## config.mk

```make
export PLATFORM = sky130hd
export DESIGN_NAME = lfsr_encrypt_engine
export DESIGN_NICKNAME = d
export VERILOG_FILES = /design/src/rtl/crypt_pkg.sv /design/src/rtl/lfsr7.sv /design/src/rtl/lfsr_encrypt_engine.sv
export SDC_FILE = /design/constraint.sdc
export NUM_CORES = 1
export LEC_CHECK = 0
export CAP_MARGIN = 20
export CORE_MARGIN = 5
export CORE_UTILIZATION = 40
export CTS_CLUSTER_SIZE = 10
export DETAILED_ROUTE_END_ITERATION = 8
export PLACE_DENSITY = 0.62
export SYNTH_ARGS = -nofsm -noshare
export SYNTH_HDL_FRONTEND = slang
export SYNTH_SLANG_ARGS = --single-unit
```

## constraint.sdc

```tcl
create_clock -name clk -period 4.8 [get_ports clk]
set_input_delay 0.48 -clock clk [delete_from_list [all_inputs] [get_ports clk]]
set_output_delay 0.48 -clock clk [all_outputs]
set_load 0.005 [all_outputs]
```

## src/rtl/crypt_pkg.sv

```systemverilog
// Shared types and constants for the LFSR stream-cipher message format.
package crypt_pkg;

  typedef enum logic [3:0] {
    ST_IDLE,
    ST_ARMED,
    ST_P0,
    ST_P1,
    ST_P2,
    ST_P3,
    ST_FETCH,
    ST_WRITE,
    ST_DONE
  } state_t;

  // Parameter block sits directly above the output half of memory
  localparam logic [7:0] ADDR_PRE      = 8'd61;
  localparam logic [7:0] ADDR_TAP      = 8'd62;
  localparam logic [7:0] ADDR_SEED     = 8'd63;
  localparam logic [7:0] DST_BASE_ADDR = 8'd64;

  // Pad character used before and after the plaintext window
  localparam logic [7:0] SPACE = 8'h20;

  // Maximal-length feedback patterns the decryptor knows how to search
  localparam logic [7:0] LEGAL_TAPS [9] = '{
    8'h60, 8'h48, 8'h78, 8'h72, 8'h6A, 8'h69, 8'h5C, 8'h7E, 8'h7B
  };

  // Seven cipher bits plus their even-fold parity in bit 7
  function automatic logic [7:0] parity_tag(input logic [6:0] bits);
    return {^bits, bits};
  endfunction

endpackage

```

## src/rtl/lfsr7.sv

```systemverilog
// Seven-bit Fibonacci LFSR, shared definition with the decryptor.
module lfsr7 (
  input  logic       clk,
  input  logic       rst_n,
  input  logic       load,
  input  logic [6:0] seed,
  input  logic       step,
  input  logic [6:0] tap,
  output logic [6:0] q
);

  logic [6:0] next_q;

  // Shift left, feeding back the parity of the tapped bits into bit 0
  always_comb begin
    next_q = {q[5:0], ^(q & tap)};
  end

  // Load wins over step; otherwise the state holds
  always_ff @(posedge clk or negedge rst_n) begin
    if (!rst_n) begin
      q <= 7'h00;
    end else if (load) begin
      q <= seed;
    end else if (step) begin
      q <= next_q;
    end
  end

endmodule

```

## src/rtl/lfsr_encrypt_engine.sv

```systemverilog
// Golden producer of encrypted, parity-tagged messages for the program-3 decryptor.
module lfsr_encrypt_engine
  import crypt_pkg::*;
#(
  parameter int MSG_LEN  = 64,
  parameter int SRC_MAX  = 61,
  parameter int DST_BASE = 64
) (
  input  logic       clk,
  input  logic       init,
  input  logic       req,
  output logic       ack,
  output logic [7:0] dm_addr,
  input  logic [7:0] dm_rd_data,
  output logic       dm_wr_en,
  output logic [7:0] dm_wr_data
);

  state_t     state;
  logic [5:0] pre;
  logic [6:0] tap;
  logic [6:0] idx;
  logic [6:0] lfsr_q;
  logic [6:0] src;
  logic       pad;
  logic       last;
  logic [6:0] seed;
  logic [7:0] plain;
  logic [7:0] cipher;
  logic       load_seed;
  logic       step_lfsr;
  logic       unused_plain7;

  // Source index is i - pre in 7-bit two's complement; negative or past the
  // plaintext window means this byte is a pad character
  always_comb begin
    src = idx - {1'b0, pre};
    pad = src[6] | (src >= 7'(SRC_MAX));
    last = (idx == 7'(MSG_LEN - 1));
  end

  // An all-zero seed would lock the LFSR, so it is promoted to 1
  always_comb begin
    seed = (dm_rd_data[6:0] == 7'h00) ? 7'h01 : dm_rd_data[6:0];
    plain = pad ? SPACE : dm_rd_data;
    cipher = parity_tag(plain[6:0] ^ lfsr_q);
    unused_plain7 = plain[7];
    load_seed = (state == ST_P3);
    step_lfsr = (state == ST_WRITE);
  end

  lfsr7 u_lfsr (
    .clk   (clk),
    .rst_n (init),
    .load  (load_seed),
    .seed  (seed),
    .step  (step_lfsr),
    .tap   (tap),
    .q     (lfsr_q)
  );

  // Sequencer: arm on req high, launch on req low, fetch params, then alternate FETCH/WRITE
  always_ff @(posedge clk or negedge init) begin
    if (!init) begin
      state <= ST_IDLE;
      ack   <= 1'b0;
      pre   <= 6'd0;
      tap   <= 7'd0;
      idx   <= 7'd0;
    end else begin
      case (state)
        ST_IDLE: begin
          if (req) begin
            state <= ST_ARMED;
            ack   <= 1'b0;
          end
        end
        ST_ARMED: begin
          if (!req) state <= ST_P0;
        end
        ST_P0: state <= ST_P1;
        ST_P1: begin
          pre   <= dm_rd_data[5:0];
          state <= ST_P2;
        end
        ST_P2: begin
          tap   <= dm_rd_data[6:0];
          state <= ST_P3;
        end
        ST_P3: begin
          idx   <= 7'd0;
          state <= ST_FETCH;
        end
        ST_FETCH: state <= ST_WRITE;
        ST_WRITE: begin
          idx <= idx + 7'd1;
          if (last) begin
            state <= ST_DONE;
            ack   <= 1'b1;
          end else begin
            state <= ST_FETCH;
          end
        end
        ST_DONE: begin
          if (req) begin
            state <= ST_ARMED;
            ack   <= 1'b0;
          end
        end
        default: state <= ST_IDLE;
      endcase
    end
  end

  // Memory port decoded from registered state; write data must follow the
  // synchronous read that lands in the same WRITE cycle
  always_comb begin
    dm_addr    = 8'h00;
    dm_wr_en   = 1'b0;
    dm_wr_data = 8'h00;
    case (state)
      ST_P0:    dm_addr = ADDR_PRE;
      ST_P1:    dm_addr = ADDR_TAP;
      ST_P2:    dm_addr = ADDR_SEED;
      ST_FETCH: if (!pad) dm_addr = {1'b0, src};
      ST_WRITE: begin
        dm_addr    = 8'(DST_BASE) + {1'b0, idx};
        dm_wr_en   = 1'b1;
        dm_wr_data = cipher;
      end
      default: ;
    endcase
  end

endmodule
```

* Word level (Yosys, flattened, before mapping)
Cells that the tools add are included.
** Storage, ports and cells
- Register bits :: 32
- Bits of input ports :: 11
- Logic and storage cells :: 50
** Operators by class
- Add/sub/neg operators :: 3
- Order comparisons :: 1
- Equal/unequal tests :: 12
- Mux-type cells :: 16
- Bitwise gates (word level) :: 3
- Reductions and logical operators :: 9
** Operator list (number)
- 8-bit one-hot mux with 5 select lines :: 1
- 7-bit 2-to-1 mux :: 5
- 4-bit one-hot mux with 8 select lines :: 1
- 4-bit by 3-bit == test with 1-bit output, second input constant :: 4
- 7-bit one-hot mux with 2 select lines :: 1
- 7-bit XOR reduction :: 2
- 4-bit 2-to-1 mux :: 3
- 7-bit by 7-bit adder with 8-bit output, first input constant :: 1
- 4-bit by 2-bit == test with 1-bit output, second input constant :: 2
- 8-bit 2-to-1 mux :: 1
- 7-bit by 1-bit adder with 7-bit output, second input constant :: 1
- 7-bit AND :: 1
- 7-bit by 6-bit == test with 1-bit output, second input constant :: 1
- 7-bit by 6-bit >= comparator with 1-bit output, second input constant :: 1
- 7-bit zero test :: 1
- 7-bit by 6-bit subtractor with 7-bit output :: 1
- 7-bit bitwise XOR :: 1
- 4-bit by 1-bit == test with 1-bit output, second input constant :: 1
- 4-bit == test, second input constant :: 1
- 4-bit zero test :: 1
- 2-bit inequality test, second input constant :: 2
- 2-bit nonzero test :: 2
- 1-bit 2-to-1 mux :: 3
- 3-bit AND reduction :: 1
- other kinds (5) :: 5

* Depth between registers and ports, before layout
Gate-level depths: netlist (run 1).
- Depth after elaboration :: 7
- Depth in mapped cells :: 10
- Mapped depth without buffers :: 9

* Cells and area by module
From an unflattened synthesis (run 1), not the netlist that was laid out.
** Second synthesis, totals
- Cells, all modules :: 281
- Area total of the unflattened synthesis :: 2421.1 µm²
** Modules (own cells, without submodules)
- lfsr_encrypt_engine :: instances 1, cells each 239, area each 2013.2 µm², seq. area each 625.6 µm²
- lfsr7 :: instances 1, cells each 42, area each 407.9 µm², seq. area each 175.2 µm²

* Worst setup path after synthesis (run 1)
No wires, ideal clock.
- Path type :: register to output
- Start point :: reg idx[0]
- End point :: out dm_wr_data[5]
- Arrival :: 2.292 ns
- Data required time :: 4.320 ns
- Slack :: 2.028 ns
- Stages on the path, launching flop included :: 11
- Buffers on the path :: 1
- Path through :: dfrtp_1 -> inv_1 -> ha_1 -> fa_1 -> and2b_1 -> o22ai_2 -> xnor2_1 -> a41oi_4 -> buf_6 -> nand3_2 -> a21oi_2
** Between the ends
- Cells in the longest elaborated chain, start to end :: 6
** Ends and longest elaborated chain
- start: declaration :: line lfsr_encrypt_engine.sv:22 : logic [6:0] idx;
- start signal: assignment :: line lfsr_encrypt_engine.sv:96 : idx <= idx + 7'd1;
- 7-bit by 6-bit subtractor with 7-bit output * :: line lfsr_encrypt_engine.sv:37 : src = idx - {1'b0, pre};
- 7-bit by 6-bit >= comparator with 1-bit output :: line lfsr_encrypt_engine.sv:38 : pad = src[6] | (src >= 7'(SRC_MAX));
- 1-bit OR * :: line lfsr_encrypt_engine.sv:38
- 7-bit 2-to-1 mux * :: line lfsr_encrypt_engine.sv:45 : plain = pad ? SPACE : dm_rd_data;
- 7-bit bitwise XOR * :: line lfsr_encrypt_engine.sv:46 : cipher = parity_tag(plain[6:0] ^ lfsr_q);
- 8-bit 2-to-1 mux * :: line lfsr_encrypt_engine.sv:121 : case (state)
- end: declaration :: line lfsr_encrypt_engine.sv:16 : output logic [7:0] dm_wr_data
Every way passes the cells marked *; elsewhere a longest branch is shown, timed or not.

* Worst setup path in the final report (run 1)
- Start point :: reg idx[0]
- End point :: out dm_wr_data[7]
** Between the ends
- Cells in the longest elaborated chain, start to end :: 7
** Ends and longest elaborated chain
- 7-bit by 6-bit subtractor with 7-bit output * :: line lfsr_encrypt_engine.sv:37
- 7-bit by 6-bit >= comparator with 1-bit output :: line lfsr_encrypt_engine.sv:38
- 1-bit OR * :: line lfsr_encrypt_engine.sv:38
- 7-bit 2-to-1 mux * :: line lfsr_encrypt_engine.sv:45
- 7-bit bitwise XOR * :: line lfsr_encrypt_engine.sv:46
- 7-bit XOR reduction * :: line crypt_pkg.sv:32 : return {^bits, bits};
- 8-bit 2-to-1 mux * :: line lfsr_encrypt_engine.sv:121
Marked as above.

==> results.cfg, run 1 <==
[hold_path]
holdPathStages = 1
holdPathEnd = tap[4]$_DFFE_PN0P_
min_from = tap[4]$_DFFE_PN0P_
min-delay-path-class = register to register

[detailed_routing]
antenna_left = 0
drc = 0
dr.pass1.iters = 4
wirelength_mm = 5.58
viasPerCell = 5.43
post_drt_wl_per_cell_microns = 15.0
drt_iter0_markers = 114
dr_total_vias = 2014

[final_layout]
n_antenna_cell = 0
final_common_cell = nand2_1
fin_cells = 371
drive_gt1_share_pct = 10.8
n_fill_cell = 600
fin_nets = 314
area_growth_pct = 18.0
most-common-layout-cells = nand2_1, dfrtp_1, clkdlybuf4s50_1, o21ai_0, a21oi_1

[grt]
grt-ovfl-total = 0
grt_max_degree = 33
grt_antenna_before_repair = 0
grt_pass1_wl_mm = 9.75
grt_pass1_vias = 2004
grt_util_all_layers_pct = 16.3

[clocking]
ctsHoldBuffers = 0
cts_tree = done
clkLatencyLatePin_ns = 0.29
cts_max_level = 2
root_buffer = clkbuf_8
cts_resized = 0
cts_made_buffers = 5
clock_path_buffers = 2
cts.clk_slew.worst_paths_ns = 0.07
cts_setup_buffers = 0
clock_sinks = 32

[die]
core_sq_mm = 0.00582
fp.dieW_microns = 86.8
start_util_pct = 40.6
chipHeight_microns = 86.8
dieArea_sq_mm = 0.00754
rows = 28
io-pin-count = 29

[worst_setup_path]
crit_start = idx[0]$_DFFE_PN0P_
r2r_end = pre[0]$_DFFE_PN0P_
cp_cell_sequence = inv_1, ha_1, fa_1, and2b_1, o22ai_2, xnor2_1, a41oi_4, a21oi_1, nor3_2, clkdlybuf4s50_1
crit_cells = 10
crit_type = register to primary output
cp-start-kind = register
r2r_cells = 3
cp_max_fo = 19
regToRegStartpoint = state[1]$_DFFE_PN0P_
crit_path_end_kind = primary output
path_buf_inv = 2
cpMaxStageDelayCell = a41oi_4
crit_family = compound AO/OA/AOI/OAI gates
required_ns = 4.32
arrival_ns = 3.54
critPathMaxStageDelay_ns = 0.64
timing.reg2reg.setup_slack_ns = 2.27

[flow_run]
drv_cap = 0

[logic_synthesis]
yosysSeqAreaShare_pct = 33.9
synthFlopType = dfrtp_1
synth_area_sq_mm = 0.00236
ys_ff_latch = 32
synth-async-reset-ratio_pct = 100
postSynthAreaPerCell_sq_um = 8.64
syn_nets = 292
synthCells = 273
yosysWarnings = 0
synth_edf_count = 0
synth.distinct_cells = 54

[run_status]
status = finished, final reports clean

[sta]
drv_slew = 0
rsz0062_at_grt = false
tns_ns = 0
layout_worst_path_cycle_share_pct = 83.9
relSlewSlack_pct = 32.5
worst_pin_slew_ns = 1.01
finalClockSkew_ns = 0.00619
clock.fmax_mhz = 248
hold_viol = 0
period_minus_slack_ns = 4.02
setup_viol = 0

[placement]
portBuffers = 27
dp.cells = 363
hpwl_mm = 3.99
gp_congestion = 0.758

[power]
pwr_density_cell_mw_per_mm2 = 396
p_total_mw = 1.10
ir_drop_v = 0.000236
power.leakage_nw = 1.17
-- state kept, by name, indices dropped and copies added (netlist names) --
register / cells
idx: 7
tap: 7
u_lfsr.q: 7
pre: 6
state: 4
ack: 1
-- per-layer routing --
layer / wire length [microns] / share of wire (%) / GRT usage [%]
met5: 0 / 0 / 0
met4: 76 / 1.4 / 5.38
met3: 214 / 3.8 / 3.33
met2: 2720 / 49 / 27.2
met1: 2570 / 46 / 21.0
-- report_power, final --
group / switching (mW) / total (mW) / leakage (nW) / internal (mW)
Sequential: 0.0582 / 0.365 / 0.365 / 0.307
Clock: 0.100 / 0.254 / 0.0552 / 0.154
Combinational: 0.198 / 0.483 / 0.752 / 0.285
-- final cells by class --
class	count	area, sq um	share of cell area [%]
Inverter	13	48.8	1.75
Timing Repair Buffer	29	285	10.2
Clock inverter	2	35.0	1.26
Multi-Input combinational cell	214	1450	52.0
Sequential cell	32	801	28.8
Clock buffer	6	72.6	2.61
Tap cell	75	93.8	3.37
-- synth_stat cells, types with 2 or more instances --
cell       n  area (sq um)
o22ai_2    4          50.1
dfrtp_1   32           801
a22o_1     2          17.5
a21oi_1   22           110
nand3_1    6          30.0
nand2_1   39           146
o21ai_0   24           120
inv_1     12          45.0
xor2_1     6          52.6
nand2b_1   4          25.0
nor2b_1    3          18.8
nand4_1    2          12.5
mux2_2     8          90.1
mux2i_1    6          60.1
nor3b_1    2          15.0
nor2_1    19          71.3
ha_1       7          87.6
nor3_1     4          20.0
and3_1     2          12.5
nor3_2     2          20.0
nor4_1     2          12.5
a31o_1     6          52.6
clkbuf_1  11          41.3
xnor2_1   17           149
a31oi_1    2          12.5
-- cell families after synthesis --
logic type / share of synthesized area [%]
compound gates: 23.5
buf+inv: 4.67
simple gates: 18.5
xor+xnor: 8.54
mux: 6.36
flops: 33.9
fa+ha+maj: 4.56
-- through the flow --
| stage | area [sq um] | worst slack, ns | hold WS (ns) | utilization [%] |
|---|---|---|---|---|
| floorplan | 2360 | 2.03 | 0.184 | - |
| global placement | 2680 | 1.12 | 0.490 | 46.0 |
| detailed placement | 2680 | 1.06 | 0.496 | 46.0 |
| CTS | 2790 | 0.743 | 0.512 | 47.9 |
| global route | 2790 | 0.512 | 0.532 | 47.9 |
| finish | 2790 | 0.775 | 0.509 | 47.9 |
-- worst max-delay path by stage --
stage / slack [ns] / end
3_5_place_dp: 1.06 / dm_wr_data[7]
4_1_cts: 0.74 / dm_wr_data[7]
2_1_floorplan: 2.03 / dm_wr_data[5]
6_report: 0.78 / dm_wr_data[7]
3_3_place_gp: 1.12 / dm_wr_data[7]
5_1_grt: 0.51 / dm_wr_data[7]
-- worst register-to-register path, stage by stage (launching register included) --
cell and delay, ns:
dfrtp_1 0.91, nand2_1 0.27, nor3_1 0.82, mux2_2 0.42
No activity file was read; power rests on OpenSTA's default activity.
==> run 2: changes to the inputs <==
--- a/config.mk
+++ b/config.mk
@@ -10,7 +10,7 @@
 export CORE_UTILIZATION = 40
 export CTS_CLUSTER_SIZE = 10
 export DETAILED_ROUTE_END_ITERATION = 8
-export PLACE_DENSITY = 0.62
+export PLACE_DENSITY = 0.64
 export SYNTH_ARGS = -nofsm -noshare
 export SYNTH_HDL_FRONTEND = slang
 export SYNTH_SLANG_ARGS = --single-unit
==> constraint.sdc (replaced) <==
create_clock -name clk -period 3.35 [get_ports clk]
set_input_delay 0.335 -clock clk [delete_from_list [all_inputs] [get_ports clk]]
set_output_delay 0.335 -clock clk [all_outputs]
set_load 0.005 [all_outputs]
==> run 2 against run 1 <==
Net effect:
- hold slack worse by 0.064 ns
- worst setup slack got worse by 0.73 ns
- design area increased by 9.3%
- critical path type unchanged
- largest cell class unchanged
- highest routed layer unchanged
==> results.cfg, run 2 (synthesis results as in run 1) <==
[placement]
portBuffers = 27
gp_congestion = 0.782
dp.cells = 375
hpwl_mm = 4.12

[sta]
drv_slew = 0
clock.fmax_mhz = 303
hold_viol = 0
setup_viol = 0
layout_worst_path_cycle_share_pct = 98.5
rsz0062_at_grt = true
worst_pin_slew_ns = 0.619
period_minus_slack_ns = 3.30
fin_hold_ws_ns = 0.445
finalClockSkew_ns = 0.00250
relSlewSlack_pct = 58.5

[final_layout]
area_growth_pct = 29.1
final_common_cell = nand2_1
top_regs = idx x7, tap x7, u_lfsr.q x7
fin_nets = 335
drive_gt1_share_pct = 20.3
most-common-layout-cells = nand2_1, dfrtp_1, o21ai_0, a21oi_1, nor2_1
n_antenna_cell = 0
fin_cells = 391
post-route-util_pct = 52.4
n_fill_cell = 594

[detailed_routing]
drc = 0
drt_iter0_markers = 171
viasPerCell = 5.47
antenna_left = 0
post_drt_wl_per_cell_microns = 15.6
dr.pass1.iters = 4
dr_total_vias = 2137
wirelength_mm = 6.11

[clocking]
cts_made_buffers = 5
cts_max_level = 2
cts_tree = done
root_buffer = clkbuf_8
clock_sinks = 32
cts.clk_slew.worst_paths_ns = 0.06
clkLatencyLatePin_ns = 0.28
ctsHoldBuffers = 0
clock_path_buffers = 2

[grt]
grt_pass1_wl_mm = 10.5
grt_pass1_vias = 2101
grt_antenna_before_repair = 0
grt_max_degree = 33
grt-ovfl-total = 0
grt_util_all_layers_pct = 17.4

[worst_setup_path]
arrival_ns = 2.97
cp-start-kind = register
crit_path_end_kind = primary output
cp_max_fo = 5
required_ns = 3.01
crit_type = register to primary output

[power]
pwr_density_cell_mw_per_mm2 = 506
p_total_mw = 1.54
power.leakage_nw = 1.32
ir_drop_v = 0.000522

[die]
dieArea_sq_mm = 0.00754
core_sq_mm = 0.00582
chipHeight_microns = 86.8
fp.dieW_microns = 86.8
start_util_pct = 40.6
rows = 28
io-pin-count = 29

[hold_path]
min-delay-path-class = input port to asynchronous set/reset pin

[flow_run]
drv_cap = 0

[run_status]
status = finished, final reports clean
## run 2: cell count changes in the layout (fill, tap and decap cells not counted), sizes merged
cell / previous run / this run
dlygate4sd2: 0 / 9
clkdlybuf4s50: 27 / 15
a41oi: 1 / 2
clkinv: 1 / 0
clkbuf: 6 / 7
bufinv: 1 / 0
buf: 2 / 22
dlymetal6s2s: 0 / 3
## run 2: repair_timing
action,4_1_cts,5_1_grt
gates resized for setup,25,9
setup endpoints to repair,13,9
hold endpoints to repair,0,0
gates cloned,1,0
buffers inserted,6,2
pin swaps,9,4
## run 2: per-layer routing
metal | GRT usage (%) | wire length (microns) | vias up
met2 | 27.3 | 2930 | 46
met3 | 2.57 | 226 | 7
met5 | 0 | 0 | -
met4 | 6.23 | 103 | 0
li1 | - | - | 1061
met1 | 24.3 | 2850 | 1023
## run 2: final timing paths
check	from	endpoint	slack [ns]	cells past startpoint
setup / recovery	pre[0]$_DFFE_PN0P_	dm_wr_data[0]	0.05	12
max in group asynchronous	init	tap[3]$_DFFE_PN0P_	2.59	2
setup reg to reg	state[2]$_DFFE_PN0P_	u_lfsr.q[0]$_DFFE_PN0P_	1.37	5
hold reg to reg	tap[2]$_DFFE_PN0P_	tap[2]$_DFFE_PN0P_	0.51	1
hold / removal	init	tap[6]$_DFFE_PN0P_	0.45	2
min in group clk	tap[2]$_DFFE_PN0P_	tap[2]$_DFFE_PN0P_	0.51	1
## run 2: power by group
part	total [mW]	internal, mW	switching, mW
Clock	0.322	0.183	0.139
Sequential	0.529	0.439	0.0898
Combinational	0.691	0.386	0.305
## run 2: final cells by class
cell class                 count  area [sq um]  share of cell area, %
multi-input combinational    215          1560                   51.1
sequential                    32           801                   26.3
timing repair buffer          49           450                   14.8
clock buffer                   7          96.3                   3.16
tap                           75          93.8                   3.08
inverter                      13          48.8                   1.60
## run 2: worst max-delay path, stage by stage (launching register included)
cell and delay, ns:
dfrtp_1 0.39, ha_2 0.20, fa_2 0.37, and2b_2 0.27, o22ai_2 0.11, xnor2_4 0.17, a41oi_4 0.36, buf_6 0.15
buf_6 0.09, buf_4 0.10, a21oi_2 0.04, a31o_1 0.18, dlygate4sd2_1 0.25
## run 2: stage by stage
stage / cell area [sq um] / setup slack (ns) / setup TNS (ns)
2_1_floorplan: 2360 / 0.723 / 0
3_3_place_gp: 2770 / 0.0708 / 0
3_5_place_dp: 2770 / 0.0260 / 0
4_1_cts: 3000 / -0.0447 / -0.0447
5_1_grt: 3050 / -0.0892 / -0.290
6_report: 3050 / 0.0487 / 0
==> run 3: changes to the inputs <==
--- a/config.mk
+++ b/config.mk
@@ -8,9 +8,9 @@
 export CAP_MARGIN = 20
 export CORE_MARGIN = 5
 export CORE_UTILIZATION = 40
-export CTS_CLUSTER_SIZE = 10
+export CTS_CLUSTER_SIZE = 28
 export DETAILED_ROUTE_END_ITERATION = 8
-export PLACE_DENSITY = 0.64
+export PLACE_DENSITY = 0.62
 export SYNTH_ARGS = -nofsm -noshare
 export SYNTH_HDL_FRONTEND = slang
 export SYNTH_SLANG_ARGS = --single-unit
==> constraint.sdc (replaced) <==
create_clock -name clk -period 4.05 [get_ports clk]
set_input_delay 0.405 -clock clk [delete_from_list [all_inputs] [get_ports clk]]
set_output_delay 0.405 -clock clk [all_outputs]
set_load 0.1 [all_outputs]
==> run 3 against run 2 <==
Net effect:
- global-route usage is 1.2 points lower
- non-clock buffer count down 19
- highest routed layer unchanged
- critical endpoint is now dm_wr_data[7]
- critical path depth fell by 2
- power rose by 24%
- hold slack better by 0.070 ns
- count of clock-buffer cells in the layout did not move
- clock skew rose by 0.0076 ns
- largest cell class unchanged
- worst setup slack improved by 0.23 ns
- sequential cell count unchanged
==> results.cfg, run 3 (synthesis results as in run 1) <==
[clocking]
cts.clk_slew.worst_paths_ns = 0.07
clock_path_buffers = 2
ctsHoldBuffers = 0
cts_tree = done
cts_made_buffers = 5
cts_setup_buffers = 0
cts_max_level = 2
cts_resized = 0
root_buffer = clkbuf_8
clkLatencyLatePin_ns = 0.29
clock_sinks = 32

[placement]
placed_area_sq_mm = 0.00278
dp.cells = 364
hpwl_mm = 4.08
portBuffers = 27
gp_congestion = 0.772

[die]
io-pin-count = 29
rows = 28
fp.dieW_microns = 86.8
dieArea_sq_mm = 0.00754
core_sq_mm = 0.00582
start_util_pct = 40.6
chipHeight_microns = 86.8

[run_status]
status = finished, final reports clean

[detailed_routing]
antenna_left = 0
dr_total_vias = 2021
viasPerCell = 5.43
drt_iter0_markers = 96
post_drt_wl_per_cell_microns = 15.3
dr.pass1.iters = 5
drc = 0
wirelength_mm = 5.68

[worst_setup_path]
cp_max_fo = 19
cp-start-kind = register
required_ns = 3.64
crit_type = register to primary output
arrival_ns = 3.37
crit_path_end_kind = primary output

[grt]
grt_antenna_before_repair = 0
grt_pass1_vias = 1926
grt_max_degree = 33
grt_util_all_layers_pct = 16.3
grt-ovfl-total = 0
grt_pass1_wl_mm = 9.60

[sta]
finalClockSkew_ns = 0.0101
tns_ns = 0
rsz0062_at_grt = false
clock.fmax_mhz = 265
hold_viol = 0
drv_slew = 0
worst_pin_slew_ns = 0.961
fin_hold_ws_ns = 0.515
period_minus_slack_ns = 3.77
layout_worst_path_cycle_share_pct = 93.1
setup_viol = 0
relSlewSlack_pct = 35.7

[final_layout]
final_common_cell = nand2_1
n_antenna_cell = 0
fin_nets = 315
drive_gt1_share_pct = 17.2
most-common-layout-cells = nand2_1, dfrtp_1, o21ai_0, a21oi_1, nor2_1
post-route-util_pct = 49.3
top_regs = idx x7, tap x7, u_lfsr.q x7
fin_cells = 372
final_area_sq_mm = 0.00287
area_growth_pct = 21.6

[power]
clkPwrFrac_pct = 13.5
intPower_uw = 949
switching_power_uw = 966
swShare_pct = 50.5
pwr_density_cell_mw_per_mm2 = 667
seqPwrFrac_pct = 22.9
ir_drop_v = 0.00225
power.leakage_nw = 1.23
combPwrFrac_pct = 63.6

[flow_run]
drv_cap = 0

[hold_path]
min-delay-path-class = input port to asynchronous set/reset pin
[run 3: changes by cell type in the layout (fill, tap and decap cells not counted), moves of 4 or more]
cell,before,now
buf_4,17,10
clkdlybuf4s50_1,15,10
buf_6,5,0
dlygate4sd2_1,9,0
buf_12,0,10
ha_1,3,7
[run 3: layout make-up]
cell class / count / area [sq um]
timing repair buffer: 30 / 375
clock buffer: 7 / 86.3
sequential: 32 / 801
tap: 75 / 93.8
fill: 592 / 2950
inverter: 13 / 48.8
multi-input combinational: 214 / 1460
clock inverter: 1 / 7.51
[run 3: power groups by stage]
| stage | clock (mW) | combinational (mW) | sequential (mW) |
|---|---|---|---|
| 3_3_place_gp | 0 | 1.21 | 0.441 |
| 5_1_grt | 0.279 | 1.30 | 0.448 |
| 2_1_floorplan | 0 | 0.802 | 0.419 |
| 4_1_cts | 0.265 | 1.23 | 0.438 |
| 6_report | 0.259 | 1.22 | 0.438 |
| 3_5_place_dp | 0 | 1.22 | 0.445 |
[run 3: critical path, stage by stage, from the launching register on]
cell	delay, ns
dfrtp_1	0.46
inv_1	0.10
ha_1	0.22
fa_1	0.41
and2b_1	0.27
o22ai_2	0.10
xnor2_1	0.20
a41oi_4	0.68
a21oi_1	0.16
nor3_2	0.27
buf_12	0.21
[run 3: routing by layer]
layer / track usage (%) / routed length [microns]
met1: 21.4 / 2530
met4: 4.82 / 66
met3: 3.71 / 358
met5: 0 / 0
met2: 26.6 / 2730
[run 3: final timing paths]
check / to / depth (start not counted) / start / slack, ns
min in group clk: tap[6]$_DFFE_PN0P_ / 1 / tap[6]$_DFFE_PN0P_ / 0.52
max in group asynchronous: idx[5]$_DFFE_PN0P_ / 2 / init / 3.23
max: dm_wr_data[7] / 10 / idx[0]$_DFFE_PN0P_ / 0.28
min: pre[3]$_DFFE_PN0P_ / 2 / init / 0.52
max reg2reg: pre[0]$_DFFE_PN0P_ / 4 / state[1]$_DFFE_PN0P_ / 2.01
min reg2reg: tap[6]$_DFFE_PN0P_ / 1 / tap[6]$_DFFE_PN0P_ / 0.52
[run 3: stage by stage]
stage               setup WS [ns]  power, mW
CTS                         0.279       1.93
detailed placement          0.607       1.67
global placement            0.638       1.65
global route               0.0516       2.03
floorplan                   0.347       1.22
finish                      0.278       1.92
